**src/rtl/seq_detect_param_if.sv**
```systemverilog
// seq_detect_param_if: serial stream, control and status bundle for seq_detect_param.
// The master drives the stream and the controls; the slave (the detector) drives the
// match pulse and the counter status.
interface seq_detect_param_if #(
    parameter int PAT_W = 5,
    parameter int CNT_W = 8
);
    logic             in_valid;
    logic             in_seq;
    logic             overlap;
    logic             load;
    logic [PAT_W-1:0] load_pat;
    logic             cnt_clr;
    logic             out;
    logic [CNT_W-1:0] match_cnt;
    logic             cnt_sat;

    modport master (
        output in_valid, in_seq, overlap, load, load_pat, cnt_clr,
        input  out, match_cnt, cnt_sat
    );

    modport slave (
        input  in_valid, in_seq, overlap, load, load_pat, cnt_clr,
        output out, match_cnt, cnt_sat
    );
endinterface

```
**src/rtl/seq_detect_param.sv**
```systemverilog
// seq_detect_param: Moore-style serial detector for a PAT_W-bit pattern (MSB first),
// with run-time overlap/non-overlap selection and a saturating match counter.
// Defining SEQDET_LOAD_EN adds a run-time loadable pattern register; without it the
// pattern is the constant PATTERN and load/load_pat are ignored.
// The interface instance must use the same PAT_W and CNT_W as this module.
module seq_detect_param #(
    parameter int               PAT_W   = 5,
    parameter logic [PAT_W-1:0] PATTERN = 5'b10110,
    parameter int               CNT_W   = 8
) (
    input logic               clk,
    input logic               rst,
    seq_detect_param_if.slave bus
);
    localparam int               FILL_W    = $clog2(PAT_W + 1);
    localparam logic [FILL_W-1:0] FILL_FULL = FILL_W'(PAT_W);
    localparam logic [FILL_W-1:0] FILL_ARM  = FILL_W'(PAT_W - 1);
    localparam logic [CNT_W-1:0]  CNT_MAX   = '1;

    logic [PAT_W-1:0]  hist;       // most recent accepted bits, newest in bit 0
    logic [FILL_W-1:0] fill;       // how many bits of hist belong to the current attempt
    logic [PAT_W-1:0]  pat;
    logic [PAT_W-1:0]  next_hist;
    logic              do_load;
    logic              accept;
    logic              hit;
    logic              out_q;
    logic [CNT_W-1:0]  cnt_q;

`ifdef SEQDET_LOAD_EN
    assign do_load = bus.load;

    // Pattern register: PATTERN after reset, replaced by load_pat on load.
    always_ff @(posedge clk) begin
        if (rst) begin
            pat <= PATTERN;
        end else if (bus.load) begin
            pat <= bus.load_pat;
        end
    end
`else
    assign do_load = 1'b0;
    assign pat     = PATTERN;

    logic unused_load;
    assign unused_load = ^{bus.load, bus.load_pat};
`endif

    // A load cycle swallows any bit offered alongside it.
    assign accept    = bus.in_valid & ~do_load;
    assign next_hist = {hist[PAT_W-2:0], bus.in_seq};
    // The completing bit is compared before it lands in hist, so PAT_W-1 bits of history suffice.
    assign hit       = accept && (fill >= FILL_ARM) && (next_hist == pat);

    // History, fill level and the registered match pulse.
    always_ff @(posedge clk) begin
        // NOTE: state registers use non-blocking assignments so every register samples
        // the pre-edge values of the others; blocking here would chain updates within one edge.
        if (rst) begin
            hist  <= '0;
            fill  <= '0;
            out_q <= 1'b0;
        end else if (do_load) begin
            fill  <= '0;
            out_q <= 1'b0;
        end else begin
            out_q <= hit;
            if (accept) begin
                hist <= next_hist;
                if (hit && !bus.overlap) begin
                    fill <= '0;
                end else if (fill != FILL_FULL) begin
                    fill <= fill + 1'b1;
                end
            end
        end
    end

    // Saturating match counter; clear beats a simultaneous match.
    always_ff @(posedge clk) begin
        if (rst) begin
            cnt_q <= '0;
        end else if (bus.cnt_clr) begin
            cnt_q <= '0;
        end else if (hit && (cnt_q != CNT_MAX)) begin
            cnt_q <= cnt_q + 1'b1;
        end
    end

    assign bus.out       = out_q;
    assign bus.match_cnt = cnt_q;
    assign bus.cnt_sat   = (cnt_q == CNT_MAX);
endmodule
```
**src/flat_wrapper.sv**
```systemverilog
// flat-port wrapper written by rule: the top's interface ports become plain ports
module seq_detect_param_flat 
#(
    parameter int               PAT_W   = 5,
    parameter logic [PAT_W-1:0] PATTERN = 5'b10110,
    parameter int               CNT_W   = 8
)
  (clk, rst, bus_in_valid, bus_in_seq, bus_overlap, bus_load, bus_load_pat, bus_cnt_clr, bus_out, bus_match_cnt, bus_cnt_sat);
  seq_detect_param_if #(.PAT_W(PAT_W), .CNT_W(CNT_W)) bus_i ();
  input logic clk;
  input logic rst;
  input wire logic [$bits(bus_i.in_valid)-1:0] bus_in_valid;
  input wire logic [$bits(bus_i.in_seq)-1:0] bus_in_seq;
  input wire logic [$bits(bus_i.overlap)-1:0] bus_overlap;
  input wire logic [$bits(bus_i.load)-1:0] bus_load;
  input wire logic [$bits(bus_i.load_pat)-1:0] bus_load_pat;
  input wire logic [$bits(bus_i.cnt_clr)-1:0] bus_cnt_clr;
  output wire logic [$bits(bus_i.out)-1:0] bus_out;
  output wire logic [$bits(bus_i.match_cnt)-1:0] bus_match_cnt;
  output wire logic [$bits(bus_i.cnt_sat)-1:0] bus_cnt_sat;
  assign bus_i.in_valid = bus_in_valid;
  assign bus_i.in_seq = bus_in_seq;
  assign bus_i.overlap = bus_overlap;
  assign bus_i.load = bus_load;
  assign bus_i.load_pat = bus_load_pat;
  assign bus_i.cnt_clr = bus_cnt_clr;
  assign bus_out = bus_i.out;
  assign bus_match_cnt = bus_i.match_cnt;
  assign bus_cnt_sat = bus_i.cnt_sat;
  seq_detect_param #(.PAT_W(PAT_W), .PATTERN(PATTERN), .CNT_W(CNT_W)) u_core (.clk(clk), .rst(rst), .bus(bus_i));
endmodule
```
**config.mk**
```make
export PLATFORM = sky130hd
export DESIGN_NAME = seq_detect_param_flat
export DESIGN_NICKNAME = d
export VERILOG_FILES = /design/src/rtl/seq_detect_param_if.sv /design/src/rtl/seq_detect_param.sv /design/src/flat_wrapper.sv
export SDC_FILE = /design/constraint.sdc
export NUM_CORES = 1
export LEC_CHECK = 0
export BUFFER_PORTS_ARGS = -buffer_cell sky130_fd_sc_hd__buf_2
export CORE_MARGIN = 8
export CORE_UTILIZATION = 52
export DETAILED_ROUTE_END_ITERATION = 10
export MAX_ROUTING_LAYER = met4
export PLACE_DENSITY_LB_ADDON = 0.15
export SLEW_MARGIN = 20
export SYNTH_ARGS = -nofsm -noshare
export SYNTH_HDL_FRONTEND = slang
export SYNTH_SLANG_ARGS = --single-unit
```
**constraint.sdc**
```tcl
create_clock -name clk -period 2.8 [get_ports clk]
set_input_delay 0.28 -clock clk [delete_from_list [all_inputs] [get_ports clk]]
set_output_delay 0.28 -clock clk [all_outputs]
set_load 0.05 [all_outputs]
```
# Yosys cells after proc, flatten, opt, wreduce, memory -nomap -nowiden
# Index checks and enable logic that the tools add are counted.
# word_totals
register_bits	16
word_cells	21
# op_classes
addsub	2
magnitude_cmp	1
n_eq_ne	4
mux	2
n_reduce_logical	8
# ops
operator	count
$add A8 B1 Y8 const B	1
$eq A8 B8 Y1 const B	1
$ne A8 B8 Y1 const B	1
$mux W3	2
$eq A5 B5 Y1 const B	1
$logic_and A1 B1 Y1	4
$add A3 B1 Y3 const B	1
$ge A3 B3 Y1 const B	1
$ne A3 B3 Y1 const B	1
$reduce_and A2 Y1	1
$reduce_bool A2 Y1	1
$reduce_or A2 Y1	1
$logic_not A1 Y1	1

# Longest topological paths before layout
# depth
ltp_word	6
mapped_depth	6
mapped_depth_nobuf	6

# Least setup slack after synthesis
# No wires, ideal clock.
# synth_timing
path_type	register to output
start	register u_core.cnt_q[0] (netlist: u_core.bus.match_cnt[0])
end	output port bus_cnt_sat
arrival_time_ns	1.803
t_required_ns	2.520
setup_slack_ns	0.717
path_stages_with_launch	4
n_path_buf	0
cell_sequence	dfxtp_1 -> ha_1 -> nand3_1 -> nor2_1
# synth_between
elab_chain_len	1
# synth_rtl
element	line_no	rtl
start: declaration	seq_detect_param.sv:28	logic [CNT_W-1:0] cnt_q;
start signal: assignment	seq_detect_param.sv:86	cnt_q <= cnt_q + 1'b1;
$eq A8 B8 Y1	seq_detect_param.sv:92	assign bus.cnt_sat = (cnt_q == CNT_MAX);
end: declaration	flat_wrapper.sv:20	output wire logic [$bits(bus_i.cnt_sat)-1:0] bus_cnt_sat;
# Every way passes these cells.

# Final worst setup path
# Same ends and word-level chain as after synthesis.

==> results.sh <==
export IMPL_status="completed"
export IMPL_synthTopCellsByCount="dfxtp_1, a21oi_1, nor2_1"
export IMPL_p_per_area_mw_per_mm2=478
export IMPL_ys_seq_area_share_pct=42.6
export IMPL_ys_flop_type="dfxtp_1"
export IMPL_slew_headroom_pct=75.5
export IMPL_area_growth_pct=14.3
export IMPL_via_per_inst=5.64
export IMPL_synth_seq_cells=16
export IMPL_wl_per_cell_um=13.7
export IMPL_yosys_warnings=0
export IMPL_hold_violations=0
export IMPL_drc=0
export IMPL_max_cap_violations=0
export IMPL_maxSlewViolCount=0
export IMPL_first_pass_iters=4
export IMPL_yosysTopAreaCellShare_pct=42.6
export IMPL_fin_setup_tns_ns=0
export IMPL_first_iter_violations=16
export IMPL_setup_violations_final=0
export IMPL_power_leakage_nw=0.354
export IMPL_wl_um=1530
export IMPL_cp_max_fo=4
export IMPL_critPathMaxStageDelay_ns=0.39
export IMPL_ant_nets=0
export IMPL_post_synth_top_count_cell="dfxtp_1"
export IMPL_synth_distinct_cells=28
export IMPL_fmax_mhz=574
export IMPL_yosysTopAreaCell="dfxtp_1"
export IMPL_pre_cts_ws_ns=1.16
export IMPL_clock_root_buffer="clkbuf_4"
export IMPL_cts_hold_buf=0
export IMPL_gr_usage_all_layers_pct=11.4
export IMPL_fin_cells=112
export IMPL_ys_async_sr_fraction_pct=0
export IMPL_synth_nets=97
export IMPL_io_pins=22
export IMPL_crit_required_ns=2.52
export IMPL_dp_cells=108
export IMPL_clock_skew_ns=0.00178
export IMPL_die_height_um=54.0
export IMPL_hpwlAfterDp_um=1160
export IMPL_die_area_sq_mm=0.00292
export IMPL_cts_max_level=1
export IMPL_clk_latency_ns=0.29
export IMPL_rows=13
export IMPL_syn_avg_cell_area_sq_um=9.17
export IMPL_core_area_sq_mm=0.00133
export IMPL_tightest_slew_ns=0.366
export IMPL_finalCritPeriodShare_pct=62.2
export IMPL_num_antenna_cells=0
export IMPL_r2r_cells=5
export IMPL_endpoint_kind="primary output"
export IMPL_cts_resized=0
export IMPL_cts_buffers=3
export IMPL_rsz0062_at_grt="no"
export IMPL_start_util_pct=56.4
export IMPL_synthCells=82
export IMPL_cts_tree="built"
export IMPL_die_w_um=54.0
export IMPL_critPathKind="flop to primary output"
export IMPL_gp_congestion=0.824
export IMPL_finalWorstSetupSlack_ns=1.06
export IMPL_cp_start_kind="flop"
export IMPL_fin_crit_ns=1.74
export IMPL_portBuffers=15
export IMPL_vdd_drop_max_mv=0.490
export IMPL_synth_edf_count=0
export IMPL_clk_pin_slew_ns=0.09
export IMPL_cts_sinks=16
export IMPL_drive_gt1_share_pct=21.6
export IMPL_vias=632
export IMPL_crit_slowest_cell="dfxtp_1"
export IMPL_holdPathStages=3
export IMPL_cts_setup_buffers=0
export IMPL_cts_buffer_depth=2
export IMPL_grt_pass1_wl_um=2360
export IMPL_hold_path_class="primary input to flop"
export IMPL_antenna_found_initial=0
export IMPL_syn_area_sq_um=752
export IMPL_grt_pass1_vias=550
export IMPL_crit_chain="ha_1, nand3_1, nor2_1, buf_2"
export IMPL_synth_area_top_cells="dfxtp_1, mux2i_1, a21oi_1"
export IMPL_grt_overflow_total=0
export IMPL_grt_max_degree=15
export IMPL_cp_arrival_ns=1.46
export IMPL_nets=113
## flip-flops by register name, summed over array words and instances (netlist names)
register and count:
u_core.bus.match_cnt 8, u_core.bus.out 1, u_core.fill 3, u_core.hist 4
## cell usage in the layout (no fill, tap or decap), types with 2 or more instances in the layout
| master | netlist | layout |
|---|---|---|
| dfxtp_1 | 16 | 16 |
| buf_2 | 0 | 15 |
| nor2_1 | 9 | 9 |
| a21oi_1 | 9 | 9 |
| nand3_1 | 5 | 5 |
| mux2i_1 | 5 | 5 |
| nand2_1 | 4 | 4 |
| o31ai_1 | 3 | 3 |
| or4_1 | 3 | 3 |
| or3_1 | 3 | 3 |
| ha_1 | 3 | 3 |
| clkbuf_4 | 0 | 3 |
| inv_1 | 2 | 2 |
| o21ai_0 | 2 | 2 |
| nor4_1 | 2 | 2 |
## worst paths after layout
path,startpoint,to,slack [ns]
worst max-delay path,u_core.bus.match_cnt[0]$_SDFFE_PP0P_,bus_cnt_sat,1.06
worst min-delay path,bus_in_seq,u_core.hist[0]$_SDFFE_PP0P_,0.24
worst max register to register,u_core.bus.match_cnt[0]$_SDFFE_PP0P_,u_core.bus.match_cnt[7]$_SDFFE_PP0P_,1.16
worst min register to register,u_core.bus.match_cnt[6]$_SDFFE_PP0P_,u_core.bus.match_cnt[6]$_SDFFE_PP0P_,0.51
## stage by stage
stage / hold WS [ns] / utilization (%) / instance area (sq um) / power (mW)
final: 0.240 / 64.4 / 860 / 0.411
after global routing: 0.265 / 64.4 / 860 / 0.427
after CTS: 0.235 / 64.4 / 860 / 0.415
after detailed placement: 0.491 / 61.7 / 823 / 0.264
after global placement: 0.469 / 61.7 / 823 / 0.262
after floorplan: 0.427 / - / 752 / 0.257
## cell families after synthesis
| kind of cell | after synthesis | share of synthesized area, % |
|---|---|---|
| fa+ha+maj | 3 | 4.99 |
| compound gates | 17 | 15.0 |
| flops | 16 | 42.6 |
| buf+inv | 6 | 3.99 |
| simple gates | 34 | 25.6 |
| mux | 5 | 6.66 |
| xor+xnor | 1 | 1.16 |
## per-layer routing
layer / wire, um / vias up / track usage, %
met5: 0 / - / -
met4: 12 / 0 / 3.69
met2: 724 / 12 / 17.6
met1: 694 / 291 / 12.4
li1: - / 327 / -
met3: 98 / 2 / 5.79
## worst max-delay path: cells and delay by family (launching register included)
kind / cells / cell delay [ns]
buffers and inverters: 1 / 0.27
DFF: 1 / 0.39
and+or+nand+nor: 2 / 0.28
adders and majority gates: 1 / 0.24
## where the power goes
part | internal [mW] | switching, mW | leakage [nW] | total, mW
clock | 0.0792 | 0.0732 | 0.0210 | 0.152
sequential | 0.232 | 0.00404 | 0.130 | 0.236
combinational | 0.0108 | 0.0117 | 0.203 | 0.0226
## final cells by class
type,count,area (sq um)
fill,125,474
tap,15,18.8
multi-input combinational,60,402
clock buffer,4,36.3
inverter,2,7.51
sequential,16,320
timing repair buffer,15,75.1
Note: power is estimated with default switching activity, not from simulation.
